File: src/rtl/musicbox_input_conditioner.sv
// musicbox_input_conditioner - synchronizes, normalizes and debounces the music keys and control buttons,
// and runs the UI mode state machine.
module musicbox_input_conditioner #(
  parameter int NUM_KEYS        = 6,
  parameter int DEBOUNCE_CYCLES = 500000,
  parameter int ACTIVE_LOW      = 1
) (
  input  logic                max10Board_50MhzClock,
  input  logic                reset_n,
  input  logic [NUM_KEYS-1:0] raw_keys,
  input  logic                raw_playSong0,
  input  logic                raw_playSong1,
  input  logic                raw_makeRecording,
  input  logic                raw_playRecording,
  input  logic                song_done,
  input  logic                record_full,
  output logic [NUM_KEYS-1:0] keys_level,
  output logic [NUM_KEYS-1:0] keys_pressed,
  output logic [NUM_KEYS-1:0] keys_released,
  output logic                note_enable,
  output logic [2:0]          mode,
  output logic                mode_start,
  output logic                mode_stop
);

  localparam int NCH = NUM_KEYS + 4;
  localparam int CW  = $clog2(DEBOUNCE_CYCLES);
  localparam logic [CW-1:0]  CNT_MAX  = CW'(DEBOUNCE_CYCLES - 1);
  localparam logic [NCH-1:0] IDLE_LVL = (ACTIVE_LOW != 0) ? {NCH{1'b1}} : {NCH{1'b0}};

  typedef enum logic [2:0] {
    MODE_IDLE    = 3'd0,
    MODE_SONG0   = 3'd1,
    MODE_SONG1   = 3'd2,
    MODE_REC     = 3'd3,
    MODE_PLAYREC = 3'd4
  } mode_e;

  logic [NCH-1:0] raw_all;
  logic [NCH-1:0] sync1_q, sync1_d, sync2_q, sync2_d;
  logic [NCH-1:0] s_pressed;
  logic [NCH-1:0] deb_q, deb_d, rise_q, rise_d, fall_q, fall_d;
  logic [CW-1:0]  cnt_q [NCH];
  logic [CW-1:0]  cnt_d [NCH];

  mode_e mode_q, mode_d;
  logic  start_q, start_d, stop_q, stop_d;
  logic  p0, p1, pr, pp;

  // Channel order: music keys, then playSong0, playSong1, makeRecording, playRecording.
  assign raw_all = {raw_playRecording, raw_makeRecording, raw_playSong1, raw_playSong0, raw_keys};

  always_comb begin
    sync1_d   = raw_all;
    sync2_d   = sync1_q;
    s_pressed = sync2_q ^ IDLE_LVL;
    deb_d     = deb_q;
    rise_d    = '0;
    fall_d    = '0;
    for (int i = 0; i < NCH; i++) begin
      cnt_d[i] = '0;
      // Any cycle where s matches the accepted level discards the accumulated run.
      if (s_pressed[i] != deb_q[i]) begin
        if (cnt_q[i] == CNT_MAX) begin
          deb_d[i]  = s_pressed[i];
          rise_d[i] = s_pressed[i];
          fall_d[i] = ~s_pressed[i];
        end else begin
          cnt_d[i] = cnt_q[i] + CW'(1);
        end
      end
    end
  end

  always_ff @(posedge max10Board_50MhzClock) begin
    if (!reset_n) begin
      sync1_q <= IDLE_LVL;
      sync2_q <= IDLE_LVL;
      deb_q   <= '0;
      rise_q  <= '0;
      fall_q  <= '0;
      for (int i = 0; i < NCH; i++) cnt_q[i] <= '0;
    end else begin
      sync1_q <= sync1_d;
      sync2_q <= sync2_d;
      deb_q   <= deb_d;
      rise_q  <= rise_d;
      fall_q  <= fall_d;
      for (int i = 0; i < NCH; i++) cnt_q[i] <= cnt_d[i];
    end
  end

  assign p0 = rise_q[NUM_KEYS];
  assign p1 = rise_q[NUM_KEYS+1];
  assign pr = rise_q[NUM_KEYS+2];
  assign pp = rise_q[NUM_KEYS+3];

  always_comb begin
    mode_d  = mode_q;
    start_d = 1'b0;
    stop_d  = 1'b0;
    case (mode_q)
      MODE_IDLE: begin
        if (p0)      mode_d = MODE_SONG0;
        else if (p1) mode_d = MODE_SONG1;
        else if (pr) mode_d = MODE_REC;
        else if (pp) mode_d = MODE_PLAYREC;
        start_d = p0 | p1 | pr | pp;
      end
      MODE_SONG0: if (p0 || song_done) begin
        mode_d = MODE_IDLE;
        stop_d = 1'b1;
      end
      MODE_SONG1: if (p1 || song_done) begin
        mode_d = MODE_IDLE;
        stop_d = 1'b1;
      end
      MODE_REC: if (pr || record_full) begin
        mode_d = MODE_IDLE;
        stop_d = 1'b1;
      end
      MODE_PLAYREC: if (pp || song_done) begin
        mode_d = MODE_IDLE;
        stop_d = 1'b1;
      end
      default: mode_d = MODE_IDLE;
    endcase
  end

  always_ff @(posedge max10Board_50MhzClock) begin
    if (!reset_n) begin
      mode_q  <= MODE_IDLE;
      start_q <= 1'b0;
      stop_q  <= 1'b0;
    end else begin
      mode_q  <= mode_d;
      start_q <= start_d;
      stop_q  <= stop_d;
    end
  end

  // Button levels and release pulses only matter inside this block.
  logic unused_btn;
  assign unused_btn = ^{deb_q[NCH-1:NUM_KEYS], fall_q[NCH-1:NUM_KEYS]};

  assign keys_level    = deb_q[NUM_KEYS-1:0];
  assign keys_pressed  = rise_q[NUM_KEYS-1:0];
  assign keys_released = fall_q[NUM_KEYS-1:0];
  assign mode          = mode_q;
  assign mode_start    = start_q;
  assign mode_stop     = stop_q;
  assign note_enable   = (mode_q == MODE_IDLE) || (mode_q == MODE_REC);

endmodule

File: config.mk
export PLATFORM = sky130hd
export DESIGN_NAME = musicbox_input_conditioner
export DESIGN_NICKNAME = d
export VERILOG_FILES = /design/src/rtl/musicbox_input_conditioner.sv
export SDC_FILE = /design/constraint.sdc
export NUM_CORES = 1
export LEC_CHECK = 0
export ABC_AREA = 1
export CAP_MARGIN = 0
export CORE_ASPECT_RATIO = 0.7
export CORE_MARGIN = 2
export CORE_UTILIZATION = 30
export CTS_CLUSTER_DIAMETER = 120
export DETAILED_ROUTE_END_ITERATION = 6
export PLACE_DENSITY = 0.47
export SLEW_MARGIN = 20
export SYNTH_ARGS = -nofsm -noshare
export SYNTH_HDL_FRONTEND = slang
export SYNTH_SLANG_ARGS = --single-unit
File: constraint.sdc
create_clock -name max10Board_50MhzClock -period 1.4 [get_ports max10Board_50MhzClock]
set_input_delay 0.35 -clock max10Board_50MhzClock [delete_from_list [all_inputs] [get_ports max10Board_50MhzClock]]
set_output_delay 0.35 -clock max10Board_50MhzClock [all_outputs]
set_load 0.1 [all_outputs]
==> flow_summary.toml, run 1 <==
[placed_design]
numPortBuffers = 37
dp_hpwl_um = 20500
place_inst = 2386
place_congestion = 0.829

[synthesis]
synth.net_count = 1686
ys_seq_area_share_pct = 41.7
synthAdderAreaFrac_pct = 1.08
synth_seq_cells = 241
synth_cell_types = 38
synth_compound_area_share_pct = 4.68
avgSynthCellArea_um2 = 6.96
synth_mux_area_share_pct = 0
synth-xor-area-share_pct = 5.83
synthSimpleGateAreaFrac_pct = 39.5
yosysWarnings = 0
netlist_area_mm2 = 0.0116
syn_inst = 1662
synth_top_family_by_area = "simple AND/OR/NAND/NOR gates"

[route]
wl_per_cell_um = 11.6
num_vias = 10800
drt_first_pass_iters = 5
drt_wl_total_um = 28700
route.detailed.drc = 0
drt_iter0_drc = 468
ant_nets = 0
drt-vias-per-instance = 4.37

[sta]
setup_violations = 21
worstMarginPinSlew_ns = 0.459
worst_slack_ns = -0.413
rsz0062_at_grt = "true"
slew_headroom_pct = 69.2
finalMaxSlewViolations = 0
finalSetupTns_ns = -1.52
final.period_utilization_pct = 129
clock_skew_ns = 0.0103
fin_crit_ns = 1.81
hold_viol = 0
fmaxAchievable_mhz = 552

[grt]
gr-total-overflow = 0
grt_pass1_vias = 9932
grtUsageTotal_pct = 14.1
antenna_found_initial = 1
use_met3_pct = 2.33
busiest_layer = "met2"
grt_start_max_net_pins = 20
use_met1_pct = 21.0
grtUsageMet2_pct = 21.4
grt_pass1_wl_um = 47500

[run_status]
violations = "negative setup slack"
status = "complete, but fails checks"

[power]
peakVddDrop_mv = 0.740
leakagePower_uw = 0.00617
powerDensity_mw_per_mm2 = 944

[setup_path]
rr_startpoint = "cnt_q[7][0]$_SDFF_PP0_"
cp-startpoint = "mode[1]$_SDFFE_PN0P_"
critPathKind = "reg2out"
worst-path-max-fanout = 3
arrival_ns = 1.46
cp-start-kind = "flip-flop"
endpoint_kind = "primary output"
worst_ep_required_time_ns = 1.05
reg2regPathDepth = 9

[run]
drv_cap = 0

[floorplan]
num_rows = 60
pin_count = 38
die_w_um = 239
core_mm2 = 0.0382
start_util_pct = 30.3
die-area_mm2 = 0.0402
fp.dieH_um = 168

[min_path]
min_from = "reset_n"
holdPathStages = 3
hold_path.class = "in2reg"

[cts]
cts_sinks = 241
ctsHoldBuffers = 0
cts_tree = "done"
clock_path_buffers = 3
clk_pin_slew_ns = 0.06
root_buffer = "clkbuf_16"
htreeDepth = 1
cts_made_buffers = 27
clk_latency_ns = 0.54

[finish]
final_layout_size_suffix_gt1_share_pct = 32.0
num-nets-final = 1978
syn_to_final_growth_pct = 44.4
fin_cells = 2471
## metal layers
layer / wire length (um) / share of wire (%) / vias up
met1: 15400 / 54 / 4812
met2: 11900 / 41 / 145
met3: 929 / 3.2 / 39
met4: 485 / 1.7 / 0
li1: - / - / 5813
met5: 0 / 0 / -
## repair_timing
item,CTS,global route
buffers inserted,20,19
gates resized for setup,78,206
setup endpoints to repair,132,225
pin swaps,18,37
cloned,0,2
## flip-flops by register name (all words and copies together), names as in the netlist
name        flops
cnt_q         190
deb_q          10
sync2_q        10
mode_start      1
mode            3
fall_q          6
rise_q         10
sync1_q        10
mode_stop       1
## synthesized netlist by cell type
library cell  count  area (um2)
inv_1           161         604
nand4_1          34         213
nor2_1          365        1370
clkbuf_1          3        11.3
nand2_4           1        11.3
nand2_1         409        1540
a31oi_1           3        18.8
nand3_4           1        17.5
nand3_1          97         485
ha_1             10         125
nor2_2           24         150
a21oi_1          63         315
o22ai_1           2        12.5
nor3b_1           2        15.0
xor2_1           49         429
nand2_2           8        50.1
and2_1            1        6.26
or2_0             5        31.3
or2_1             1        6.26
nand3b_1         16         120
dfxtp_1         241        4820
buf_12            1        20.0
buf_6             5        56.3
nor2_4            3        33.8
buf_4            18         135
nor3_4            1        16.3
nor4_1            3        18.8
o21bai_1          3        22.5
o21bai_4          4        75.1
o21ai_0          18        90.1
nand3_2           7        70.1
nor3b_2           1        12.5
xnor2_1          28         245
inv_2             3        11.3
nor3_1           32         160
o21a_1            1        7.51
nand4_2           1        12.5
or2_2            37         231
## power by group
part / internal, uW / switching [uW] / leakage [uW]
clock network: 5450 / 2970 / 0.000520
registers: 6870 / 25.0 / 0.00198
logic: 212 / 240 / 0.00367
## logic make-up (layout without fill, tap and decap cells)
logic type	after synthesis	after routing
DFF	241	241
AOI/OAI and AO/OA	94	94
and+or+nand+nor	1049	1051
buffers and inverters	191	501
other	0	1
adders and majority gates	10	10
xor gates and xnor gates	77	77
## per-stage QoR
stage / hold WS, ns / util [%] / power, uW / area [um2] / setup slack (ns)
after floorplan: 0.393 / - / 7280 / 11700 / -0.0132
after global placement: 0.397 / 37.6 / 7460 / 14400 / -0.581
after detailed placement: 0.399 / 37.6 / 7460 / 14400 / -0.526
after CTS: 0.355 / 41.5 / 16000 / 15900 / -0.439
after global routing: 0.343 / 43.7 / 16400 / 16700 / -0.480
final: 0.318 / 43.7 / 15800 / 16700 / -0.413
## layout by cell type, fill, tap and decap left out, drive strengths merged, types with 33 or more instances in the layout
cell type  instances
nand2            420
dfxtp            241
xor2              49
nor3              33
nand4             35
nor2             392
nand3            105
clkbuf            33
a21oi             63
buf              275
or2               43
inv              163
## cell type report
cell class              instances  area [um2]
clock buffers                  33         749
clock inverters                16         308
flip-flops and latches        241        4940
diodes                          1        2.50
well taps                     496         621
fillers                      3777       21500
inverters                     164         627
repair buffers                288        2700
multi-input cells            1232        6760
## worst max-delay path, stage by stage, from the launching register on
cell and delay (ns):
dfxtp_4 0.35, nor3_4 0.24, inv_2 0.10, nand2_8 0.07
buf_12 0.16
## worst paths after layout
check | end | slack, ns
max | note_enable | -0.41
min | deb_q[9]$_SDFFE_PN0P_ | 0.32
min reg2reg | sync2_q[4]$_SDFF_PN1_ | 0.41
max reg2reg | cnt_q[7][18]$_SDFF_PP0_ | -0.01
Note: power is estimated with default switching activity, not from simulation.
==> run 2, diff against run 1 <==
- MAX_ROUTING_LAYER: not set -> met4
==> flow_summary.toml, run 2 (synthesized netlist as in run 1, its figures left out) <==
[route]
drt_first_pass_iters = 5
wl_per_cell_um = 11.6
drt_iter0_drc = 503
drt-vias-per-instance = 4.37
ant_nets = 0
num_vias = 10800
drt_wl_total_um = 28700
route.detailed.drc = 0

[finish]
fin_cells = 2471
largest_reg_flops = 190
seqCellArea_mm2 = 0.00494
final_common_cell = "nand2_1"
num-nets-final = 1978
final_cell_mix = "nand2_1, nor2_1, buf_4"
final_layout_size_suffix_gt1_share_pct = 32.0
multiInputGateArea_mm2 = 0.00676
syn_to_final_growth_pct = 44.4
fin_area_mm2 = 0.0167
top_register = "cnt_q"
fillerInstances = 3777

[floorplan]
num_rows = 60
start_util_pct = 30.3
die_w_um = 239
die-area_mm2 = 0.0402
pin_count = 38
core_mm2 = 0.0382
fp.dieH_um = 168

[grt]
grtUsageTotal_pct = 14.5
grt_pass1_vias = 9930
grt_start_max_net_pins = 20
antenna_found_initial = 1
grt_pass1_wl_um = 47500
grtUsageMet2_pct = 21.4
gr-total-overflow = 0
use_met3_pct = 2.30
use_met1_pct = 21.0
busiest_layer = "met2"

[setup_path]
worst-path-max-fanout = 3
critPathKind = "reg2out"
cp-start-kind = "flip-flop"
reg2regPathDepth = 9
endpoint_kind = "primary output"
reg2reg_to = "cnt_q[7][18]$_SDFF_PP0_"
rr_startpoint = "cnt_q[7][0]$_SDFF_PP0_"
reg2reg_slack_ns = -0.01
arrival_ns = 1.46
worst_ep_required_time_ns = 1.05

[placed_design]
numPortBuffers = 37
dp_hpwl_um = 20500
place_inst = 2386
place_congestion = 0.841
place_area_mm2 = 0.0144

[run]
drv_cap = 0

[power]
powerDensity_mw_per_mm2 = 944
peakVddDrop_mv = 0.742
leakagePower_uw = 0.00617

[min_path]
hold_path.class = "in2reg"
min_from = "reset_n"
holdPathStages = 3
hold_end = "deb_q[9]$_SDFFE_PN0P_"

[sta]
clock_skew_ns = 0.0104
fin_crit_ns = 1.81
setup_violations = 21
finalMaxSlewViolations = 0
rsz0062_at_grt = "true"
slew_headroom_pct = 69.2
hold_slack_ns = 0.318
finalSetupTns_ns = -1.54
final.period_utilization_pct = 130
hold_viol = 0
worstMarginPinSlew_ns = 0.459
worst_slack_ns = -0.413
fmaxAchievable_mhz = 551

[cts]
clock_path_buffers = 3
htreeDepth = 1
root_buffer = "clkbuf_16"
ctsHoldBuffers = 0
cts_sinks = 241
cts_made_buffers = 27
clk_pin_slew_ns = 0.06
clk_latency_ns = 0.54
cts_tree = "done"

[run_status]
status = "complete, but fails checks"
violations = "negative setup slack"
## run 2: final cells by class
class / count / share of cell area [%]
Tap cell: 496 / 3.71
Timing Repair Buffer: 288 / 16.2
Antenna cell: 1 / 0.0150
Clock buffer: 33 / 4.48
Sequential cell: 241 / 29.6
Clock inverter: 16 / 1.84
Inverter: 164 / 3.75
Multi-Input combinational cell: 1232 / 40.5
## run 2: metal layers
layer | share of wire, % | vias up
li1 | - | 5815
met1 | 54 | 4809
met2 | 41 | 133
met3 | 3.0 | 38
met4 | 1.6 | 0
met5 | 0 | -
## run 2: power breakdown
part,switching [uW],leakage [uW],internal (uW)
clock network,2980,0.000520,5450
registers,25.0,0.00198,6870
logic,240,0.00367,212
total,3240,0.00617,12500
## run 2: critical path, stage by stage (launching register included)
cell     delay [ns]
dfxtp_4        0.35
nor3_4         0.23
inv_2          0.10
nand2_8        0.07
buf_12         0.16
## run 2: metrics by stage
stage | setup WS [ns] | util [%] | power [uW]
4_1_cts | -0.439 | 41.5 | 16000
5_1_grt | -0.480 | 43.7 | 16400
3_3_place_gp | -0.581 | 37.6 | 7460
2_1_floorplan | -0.0132 | - | 7280
3_5_place_dp | -0.526 | 37.6 | 7460
6_report | -0.413 | 43.7 | 15800
## run 2: how the worst max path moves through the flow
stage / start / endpoint / slack, ns / cells past startpoint
final: mode[1]$_SDFFE_PN0P_ / note_enable / -0.41 / 4
after global routing: mode[1]$_SDFFE_PN0P_ / note_enable / -0.48 / 4
after CTS: mode[1]$_SDFFE_PN0P_ / note_enable / -0.44 / 4
after detailed placement: reset_n / cnt_q[4][15]$_SDFF_PP0_ / -0.53 / 8
after global placement: reset_n / cnt_q[4][15]$_SDFF_PP0_ / -0.58 / 8
after floorplan: mode[0]$_SDFFE_PN0P_ / note_enable / -0.01 / 4
## run 2: timing repair
| action | CTS | global route |
|---|---|---|
| endpoints found under the setup margin | 132 | 225 |
| gates cloned | 0 | 2 |
| pin swaps | 18 | 37 |
| setup buffers | 20 | 19 |
| resized for setup | 78 | 206 |
